--- src/rtl/muldiv_unit_pkg.sv ---
// muldiv_unit_pkg: funct3 encodings, FSM states and sizing shared by the RV32M multiply/divide unit
package muldiv_unit_pkg;
  localparam int XLEN = 32;
  localparam int CNT_W = $clog2(XLEN);
  typedef enum logic [2:0] {
    MD_MUL, MD_MULH, MD_MULHSU, MD_MULHU, MD_DIV, MD_DIVU, MD_REM, MD_REMU
  } md_op_t;
  typedef enum logic [1:0] {IDLE, CALC, FIXUP, DONE} state_t;
endpackage

--- src/rtl/muldiv_unit_if.sv ---
// muldiv_unit_if: decode-to-execute handshake for M-extension ops (start/kill in, busy/done/result out)
interface muldiv_unit_if #(parameter int N = 32);
  logic start;
  logic kill;
  logic [2:0] funct3;
  logic [N-1:0] op_a;
  logic [N-1:0] op_b;
  logic busy;
  logic done;
  logic [N-1:0] result;
  modport master(output start, kill, funct3, op_a, op_b, input busy, done, result);
  modport slave(input start, kill, funct3, op_a, op_b, output busy, done, result);
endinterface

--- src/rtl/muldiv_unit_div_restore_step.sv ---
// div_restore_step: one combinational restoring-division step producing one quotient bit
module div_restore_step #(parameter int N = 32) (
  input  logic [N-1:0] rem_in,
  input  logic [N-1:0] quo_in,
  input  logic [N-1:0] divisor,
  output logic [N-1:0] rem_out,
  output logic [N-1:0] quo_out
);
  logic [N:0] r, d;
  always_comb begin
    r = {rem_in, quo_in[N-1]};
    d = r - {1'b0, divisor};
    rem_out = d[N] ? r[N-1:0] : d[N-1:0];
    quo_out = {quo_in[N-2:0], ~d[N]};
  end
endmodule

--- src/rtl/muldiv_unit.sv ---
// muldiv_unit: iterative RV32M multiply/divide with busy stall, done pulse and kill abort.
// Define MULDIV_FAST_MUL_EN to resolve MUL* ops in one cycle through a registered 2N multiplier.
module muldiv_unit import muldiv_unit_pkg::*; #(parameter int N = XLEN) (
  input logic clock,
  input logic reset,
  muldiv_unit_if.slave m
);
  localparam int CW = $clog2(N);
  state_t state;
  md_op_t op, f;
  logic [2*N-1:0] acc, prod_fix;
  logic [N-1:0] opb, result, abs_a, abs_b, special_res, quick_res, rem_next, quo_next, hi, lo, fix_res;
  logic [N:0] sum;
  logic [CW-1:0] cnt;
  logic neg, busy, done, sa, sb, is_div, ovf, special, quick;
  always_comb begin
    f = md_op_t'(m.funct3);
    sa = m.op_a[N-1] & (f == MD_MULH || f == MD_MULHSU || f == MD_DIV || f == MD_REM);
    sb = m.op_b[N-1] & (f == MD_MULH || f == MD_DIV || f == MD_REM);
    abs_a = sa ? -m.op_a : m.op_a;
    abs_b = sb ? -m.op_b : m.op_b;
    is_div = m.funct3[2];
    ovf = !m.funct3[0] && m.op_a == {1'b1, {(N-1){1'b0}}} && &m.op_b;
    special = is_div && (m.op_b == '0 || ovf);
    special_res = m.op_b == '0 ? (m.funct3[1] ? m.op_a : '1) : (m.funct3[1] ? '0 : m.op_a);
  end
`ifdef MULDIV_FAST_MUL_EN
  logic [2*N-1:0] fast_prod;
  assign fast_prod = $signed({{N{sa}}, m.op_a}) * $signed({{N{sb}}, m.op_b});
  assign quick = special || !is_div;
  assign quick_res = is_div ? special_res : (f == MD_MUL ? fast_prod[N-1:0] : fast_prod[2*N-1:N]);
`else
  assign quick = special;
  assign quick_res = special_res;
`endif
  // acc holds {partial product high, multiplier} for multiply and {remainder, dividend/quotient} for divide
  div_restore_step #(.N(N)) u_step (
    .rem_in(acc[2*N-1:N]),
    .quo_in(acc[N-1:0]),
    .divisor(opb),
    .rem_out(rem_next),
    .quo_out(quo_next)
  );
  assign sum = {1'b0, acc[2*N-1:N]} + (acc[0] ? {1'b0, opb} : '0);
  assign prod_fix = neg ? -acc : acc;
  assign hi = neg ? -acc[2*N-1:N] : acc[2*N-1:N];
  assign lo = neg ? -acc[N-1:0] : acc[N-1:0];
  assign fix_res = op[2] ? (op[1] ? hi : lo) : (op == MD_MUL ? prod_fix[N-1:0] : prod_fix[2*N-1:N]);
  assign m.busy = busy;
  assign m.done = done;
  assign m.result = result;
  always_ff @(posedge clock) begin
    if (reset) begin
      state <= IDLE;
      op <= MD_MUL;
      acc <= '0;
      opb <= '0;
      cnt <= '0;
      neg <= 1'b0;
      busy <= 1'b0;
      done <= 1'b0;
      result <= '0;
    end else if (m.kill) begin
      state <= IDLE;
      busy <= 1'b0;
      done <= 1'b0;
    end else begin
      case (state)
        IDLE: if (m.start) begin
          op <= f;
          busy <= 1'b1;
          if (quick) begin
            state <= DONE;
            done <= 1'b1;
            result <= quick_res;
          end else begin
            state <= CALC;
            acc <= {{N{1'b0}}, abs_a};
            opb <= abs_b;
            cnt <= CW'(N - 1);
            neg <= (f == MD_REM) ? sa : sa ^ sb;
          end
        end
        CALC: begin
          acc <= op[2] ? {rem_next, quo_next} : {sum, acc[N-1:1]};
          cnt <= cnt - 1'b1;
          if (cnt == '0) state <= FIXUP;
        end
        FIXUP: begin
          state <= DONE;
          done <= 1'b1;
          result <= fix_res;
        end
        default: begin
          state <= IDLE;
          busy <= 1'b0;
          done <= 1'b0;
        end
      endcase
    end
  end
endmodule

--- src/flat_wrapper.sv ---
// flat-port wrapper written by rule: the top's interface ports become plain ports
module muldiv_unit_flat import muldiv_unit_pkg::*;
#(parameter int N = XLEN)
  (clock, reset, m_start, m_kill, m_funct3, m_op_a, m_op_b, m_busy, m_done, m_result);
  muldiv_unit_if #(.N(N)) m_i ();
  input logic clock;
  input logic reset;
  input wire logic [$bits(m_i.start)-1:0] m_start;
  input wire logic [$bits(m_i.kill)-1:0] m_kill;
  input wire logic [$bits(m_i.funct3)-1:0] m_funct3;
  input wire logic [$bits(m_i.op_a)-1:0] m_op_a;
  input wire logic [$bits(m_i.op_b)-1:0] m_op_b;
  output wire logic [$bits(m_i.busy)-1:0] m_busy;
  output wire logic [$bits(m_i.done)-1:0] m_done;
  output wire logic [$bits(m_i.result)-1:0] m_result;
  assign m_i.start = m_start;
  assign m_i.kill = m_kill;
  assign m_i.funct3 = m_funct3;
  assign m_i.op_a = m_op_a;
  assign m_i.op_b = m_op_b;
  assign m_busy = m_i.busy;
  assign m_done = m_i.done;
  assign m_result = m_i.result;
  muldiv_unit #(.N(N)) u_core (.clock(clock), .reset(reset), .m(m_i));
endmodule
--- config.mk ---
export PLATFORM = sky130hd
export DESIGN_NAME = muldiv_unit_flat
export DESIGN_NICKNAME = d
export VERILOG_FILES = /design/src/rtl/muldiv_unit_pkg.sv /design/src/rtl/muldiv_unit_if.sv /design/src/rtl/muldiv_unit_div_restore_step.sv /design/src/rtl/muldiv_unit.sv /design/src/flat_wrapper.sv
export SDC_FILE = /design/constraint.sdc
export NUM_CORES = 1
export LEC_CHECK = 0
export BUFFER_PORTS_ARGS = -buffer_cell sky130_fd_sc_hd__buf_2
export CORE_AREA = 4 4 162 179
export CTS_CLUSTER_DIAMETER = 60
export DETAILED_ROUTE_END_ITERATION = 16
export DIE_AREA = 0 0 166 183
export GPL_ROUTABILITY_DRIVEN = 0
export PLACE_DENSITY_LB_ADDON = 0.05
export SYNTH_ARGS = -nofsm -noshare
export SYNTH_HDL_FRONTEND = slang
export SYNTH_SLANG_ARGS = --single-unit
--- constraint.sdc ---
create_clock -name clock -period 9.3 [get_ports clock]
set_input_delay 0.93 -clock clock [delete_from_list [all_inputs] [get_ports clock]]
set_output_delay 0.93 -clock clock [all_outputs]
set_load 0.02 [all_outputs]
---- Yosys cells after proc, flatten, opt, wreduce, memory -nomap -nowiden ----
Index checks and enable logic that the tools add are counted.
storage, ports and cells
  input port bits ......................... 71
  word-level logic and storage cells ...... 95
  register bits after elaboration ......... 141
cells by class
  eq/ne operators ......................... 11
  bitwise logic cells ..................... 8
  multiplexer cells ....................... 33
  $add $sub $neg .......................... 8
  reductions and logical operators ........ 26
operator list
  cell                                                                     count
  32-bit two-way mux                                                       14
  64-bit two-way mux                                                       4
  32-bit negation                                                          4
  64-bit one-hot mux with 2 select lines                                   1
  64-bit negation                                                          1
  32-bit one-hot mux with 2 select lines                                   1
  32-bit by 33-bit adder with 33-bit output                                1
  33-bit by 32-bit subtractor with 33-bit output                           1
  32-bit equality test, second input constant                              1
  32-bit zero test                                                         1
  32-bit AND reduction                                                     1
  4-bit AND reduction                                                      3
  5-bit two-way mux                                                        2
  5-bit one-hot mux with 2 select lines                                    1
  3-bit equality test, second input constant                               2
  1-bit logical OR                                                         6
  2-bit two-way mux                                                        3
  2-bit one-hot mux with 3 select lines                                    1
  3-bit AND reduction                                                      2
  5-bit zero test                                                          1
  1-bit inverter                                                           5
  5-bit by 1-bit subtractor with 5-bit output, second input constant       1
  1-bit two-way mux                                                        4
  2-bit by 1-bit inequality test with 1-bit output, second input constant  2
  other kinds (16)                                                         23

---- Logic depth before layout (Yosys ltp) ----
  depth in word-level cells ............... 9
  depth in mapped cells ................... 15

---- Modules after synthesis ----
Synthesis repeated with hierarchy kept, for this count alone.
second synthesis, totals
  cell total of the unflattened synthesis .. 2108
  area total of the unflattened synthesis .. 15678.8 um^2
by module, submodules not included
  module            times used  area each (um^2)  cells an instance  sequential area each (um^2)
  muldiv_unit       1           13087.6           1772               2822.7
  div_restore_step  1           2591.2            336                0.0

---- Worst setup path before layout ----
OpenSTA, ideal clock, no wires.
  path kind ............................... input to register
  start point ............................. input port m_op_a[2]
  end point ............................... register u_core.acc[36]
  stages on the path ...................... 11
  data required time ...................... 9.231 ns
  arrival ................................. 3.351 ns
  path slack .............................. 5.880 ns
  buffers on the path ..................... 2
  path through ............................ or4_1 > nor4_4 > nand4_1 > o32ai_4 > nor2_2 > or2_1 > buf_2 > nor2_4 > buf_4 > a22oi_1 > o21ai_1
between the ends
  longest elaborated chain between the ends .. 7
RTL lines
  what                             RTL line            source
  start, declared                  flat_wrapper.sv:11  input wire logic [$bits(m_i.op_a)-1:0] m_op_a;
  32-bit equality test             muldiv_unit.sv:23   ovf = !m.funct3[0] && m.op_a == {1'b1, {(N-1){1'b0}}} && &m.op_b;
  1-bit logical AND (2 in a row)   muldiv_unit.sv:23
  1-bit logical OR                 muldiv_unit.sv:24   special = is_div && (m.op_b == '0 || ovf);
  1-bit logical AND                muldiv_unit.sv:24
  2-bit inequality test (no line)  n/a
  4-bit AND reduction (no line)    n/a
  end signal, assigned             muldiv_unit.sv:78   acc <= {{N{1'b0}}, abs_a};
  end signal, assigned             muldiv_unit.sv:85   acc <= op[2] ? {rem_next, quo_next} : {sum, acc[N-1:1]};
  end, declared                    muldiv_unit.sv:11   logic [2*N-1:0] acc, prod_fix;
Every way passes these cells.
A chain may end at the register's enable or synchronous reset.

---- Final worst setup path ----
  start point ............................. input port m_op_b[20]
  end point ............................... register u_core.acc[63]
between the ends
  longest elaborated chain between the ends .. 6
RTL lines
  what                                 RTL line            source
  start, declared                      flat_wrapper.sv:12  input wire logic [$bits(m_i.op_b)-1:0] m_op_b;
  32-bit AND reduction                 muldiv_unit.sv:23
  1-bit logical AND                    muldiv_unit.sv:23
  1-bit logical OR (*)                 muldiv_unit.sv:24
  1-bit logical AND (*)                muldiv_unit.sv:24
  2-bit inequality test (no line) (*)  n/a
  4-bit AND reduction (no line) (*)    n/a
Every way passes the cells marked *; elsewhere a longest branch is shown, timed or not.

==> qor.txt <==
Max incr delay on CP -> 0.60 ns
Flop2flop setup slack -> 5.12 ns
Mapped Nets -> 2,176
Status -> finished, final reports clean
GRT busiest layer -> met1
Simple-gate portion of the synthesized area -> 20.2%
Synth Register Bits -> 141
Mux contribution to synthesized area -> 4.52%
Grt total ovfl -> 0
Slew @ Worst Pin -> 1.13 ns
Number of distinct library cells after synthesis -> 82
Gr usage total -> 32.7%
Final core occ -> 58.3%
Final slew viol count -> 0
CTS Sinks -> 141
Post-CTS Setup Inserts -> 0
WHS Endpoint -> u_core.m.result[16]
Pre-antenna DRT Iters -> 5
Hold path startpoint -> u_core.m.result[16]
Min-Delay Path Class -> reg2reg
Top Family by Delay on Critical Path -> simple AND/OR/NAND/NOR gates
CTS Hold Bufs -> 0
Sequential share of power -> 36.3%
Clock power frac -> 36.0%
Inserted Diodes -> 0
Residual DRC -> 0
Max Cap Viol -> 0
Sw Ratio -> 35.1%
CP Cell Sequence -> buf_2 > or4_1 > nor3_1 > nand4_1 > o32ai_4 > nor2_4 > buf_4 > nor2_4 > buf_4 > a21oi_1 > a221oi_1
Final WL -> 51,800 um
Reg-to-reg startpoint -> u_core.acc[0]
Clock slew at reported path FFs -> 0.06 ns
Comb pwr share -> 27.6%
Post-synthesis compound-gate area fraction -> 30.4%
CP Max Fanout -> 65
Clk_lat worst skew -> 0.43 ns
CTS tree -> done
Worst Setup End Kind -> flip-flop
Largest net degree at the start of global routing -> 91
P_int -> 0.00119 W
Clk_skew -> 0.0104 ns
Detailed placement HPWL -> 39,200 um
Fin. Hold Viols -> 0
Routed WL per cell -> 21.8 um
P_sw -> 0.000643 W
# placed instances -> 2,343
Via density -> 6.59
Final ANT Viol Nets -> 0
Final net count -> 2,153
Io pins -> 105
Max Freq -> 238 MHz
Inserted Clock Buffers -> 17
Startpoint Class -> input pin
Post-synthesis adder-cell area fraction -> 8.54%
CP required -> 9.64 ns
CP Buf/Inv Count -> 3
H-Tree Depth -> 4
Power Total -> 0.00183 W
Core area -> 0.0270 sq mm
IR drop worst, VDD -> 0.0872 mV
First-pass GRT wire length -> 80,500 um
Clk buf depth -> 2
Port Buffer Count -> 104
Synthesized area per cell -> 7.26 sq um
Power per Cell Area -> 116 mW/mm^2
XOR/XNOR share of the synthesized area -> 10.8%
Die W -> 166 um
CP Class -> in2reg
Root buffer selected by CTS -> clkbuf_16
Fin cells -> 2,374
Initial drt markers -> 1,635
Die Area -> 0.0304 sq mm
Global routing met3 resource utilization -> 7.03%
# setup viols final -> 0
PnR worst setup slack -> 5.11 ns
Leading cell type in the layout, fill and taps excluded -> nor2_1
Number of global-route vias before repair -> 14,146
Mapped Area -> 0.0147 sq mm
WP data arrival -> 4.53 ns
Dominant combinational cell family by area after synthesis -> compound AO/OA/AOI/OAI gates
Hold path depth -> 2
Post-synth EDFFs -> 0
Minimum clock period -> 4.19 ns
Crit share post-route -> 45.1%
Commonest cells after routing, fill and taps aside -> nor2_1, a21oi_1, dfxtp_1
Post-synthesis cell count -> 2,028
Yosys warns -> 0
Initial antenna violation count -> 1
Reg2reg end -> u_core.acc[62]
Share of cells above drive strength 1 -> 9.77%
Via count -> 15,653
M1 GR Usage -> 47.8%
Setup TNS -> 0 ns
Row count -> 63
Starting Density -> 54.5%
Synth-to-Final Area Change -> 7.04%
Worst slack, placed -> 4.63 ns
Share of flip-flops with an asynchronous set or reset -> 0%
RSZ-0062 raised after global routing -> no
Slowest cell on crit path -> or4_1
Die Y-Extent -> 183 um
Post-synthesis sequential area ratio -> 19.2%
Pleak -> 6.08 nW
Slew margin rel. -> 24.4%
Cts repair resizes -> 0
Met2 usage -> 47.4%
R2R cell count -> 12
Top_reg_cell synth -> dfxtp_1
## synthesized netlist by cell type, types with 11 or more instances
cell type / instances / area, sq um
nor2_1: 243 / 912
a21oi_1: 162 / 811
dfxtp_1: 141 / 2820
clkbuf_1: 139 / 522
nand2_1: 133 / 499
o21ai_0: 122 / 611
xor2_1: 91 / 797
xnor2_1: 90 / 788
a211oi_1: 83 / 623
ha_1: 75 / 938
inv_1: 69 / 259
mux2i_1: 62 / 621
nor3_1: 39 / 195
o31ai_1: 39 / 293
a21o_1: 35 / 263
nand3_1: 33 / 165
maj3_1: 28 / 280
a31oi_1: 27 / 169
o211ai_1: 25 / 188
o21ai_1: 25 / 125
or4_1: 23 / 173
nand2b_1: 22 / 138
nand4_1: 22 / 138
or3_1: 20 / 125
buf_2: 19 / 95.1
a22oi_1: 18 / 135
o41ai_1: 18 / 158
nor4_1: 17 / 106
o21a_1: 17 / 128
o221ai_1: 17 / 149
and2_1: 12 / 75.1
a221o_1: 11 / 110
## metal layers
metal / wire, um / part of all wire (%)
met2: 21200 / 41
met1: 23500 / 45
met5: 0 / 0
met3: 5340 / 10
met4: 1850 / 3.6
## power groups by stage
| stage | clock network (W) | registers, W | logic (W) |
|---|---|---|---|
| finish | 0.000659 | 0.000665 | 0.000506 |
| global route | 0.000689 | 0.000668 | 0.000550 |
| CTS | 0.000667 | 0.000663 | 0.000492 |
| detailed placement | 0 | 0.000677 | 0.000490 |
| global placement | 0 | 0.000675 | 0.000485 |
| floorplan | 0 | 0.000655 | 0.000367 |
## worst reg2reg max path, cell delays in order (launching register included)
cell      delay, ns
dfxtp_1        0.43
inv_1          0.57
nor2_1         0.10
ha_1           0.38
o211ai_1       0.10
o21ai_0        0.46
o211ai_1       0.26
a21oi_1        0.25
o21ai_0        0.32
or4_1          0.65
mux2i_1        0.14
a21o_1         0.16
a32o_1         0.25
## how the worst max path moves through the flow
stage	start	depth (start not counted)	end	slack [ns]
floorplan	m_op_a[2]	11	u_core.acc[36]	5.88
global placement	m_op_b[20]	11	u_core.acc[63]	4.72
detailed placement	m_op_b[20]	11	u_core.acc[63]	4.63
CTS	m_op_b[20]	11	u_core.acc[63]	5.08
global route	m_op_b[20]	12	u_core.acc[30]	4.89
finish	m_op_b[20]	11	u_core.acc[63]	5.11
## area by class of cell
type	count	area, sq um
inverters	69	259
well taps	357	447
flip-flops and latches	141	2830
clock inverters	9	87.6
clock buffers	22	464
repair buffers	125	681
fillers	2590	11300
multi-input cells	1651	11000
## sequential cells by signal, summed over array words and instances (netlist names)
register	cells
u_core.acc	64
u_core.m.result	32
u_core.opb	32
u_core.cnt	5
u_core.op	3
u_core.state	2
u_core.m.busy	1
u_core.m.done	1
u_core.neg	1
## cell families after synthesis
| kind of cell | count (synthesis) |
|---|---|
| flops | 141 |
| compound gates | 679 |
| buf+inv | 236 |
| fa+ha+maj | 105 |
| xor+xnor | 181 |
| simple gates | 621 |
| mux | 65 |
## metrics by stage
step / hold WS, ns / instance area, sq um
after floorplan: 0.450 / 14700
after global placement: 0.442 / 15200
after detailed placement: 0.443 / 15200
after CTS: 0.452 / 15800
after global routing: 0.471 / 15800
final: 0.448 / 15800
(Power assumes the default switching activity.)
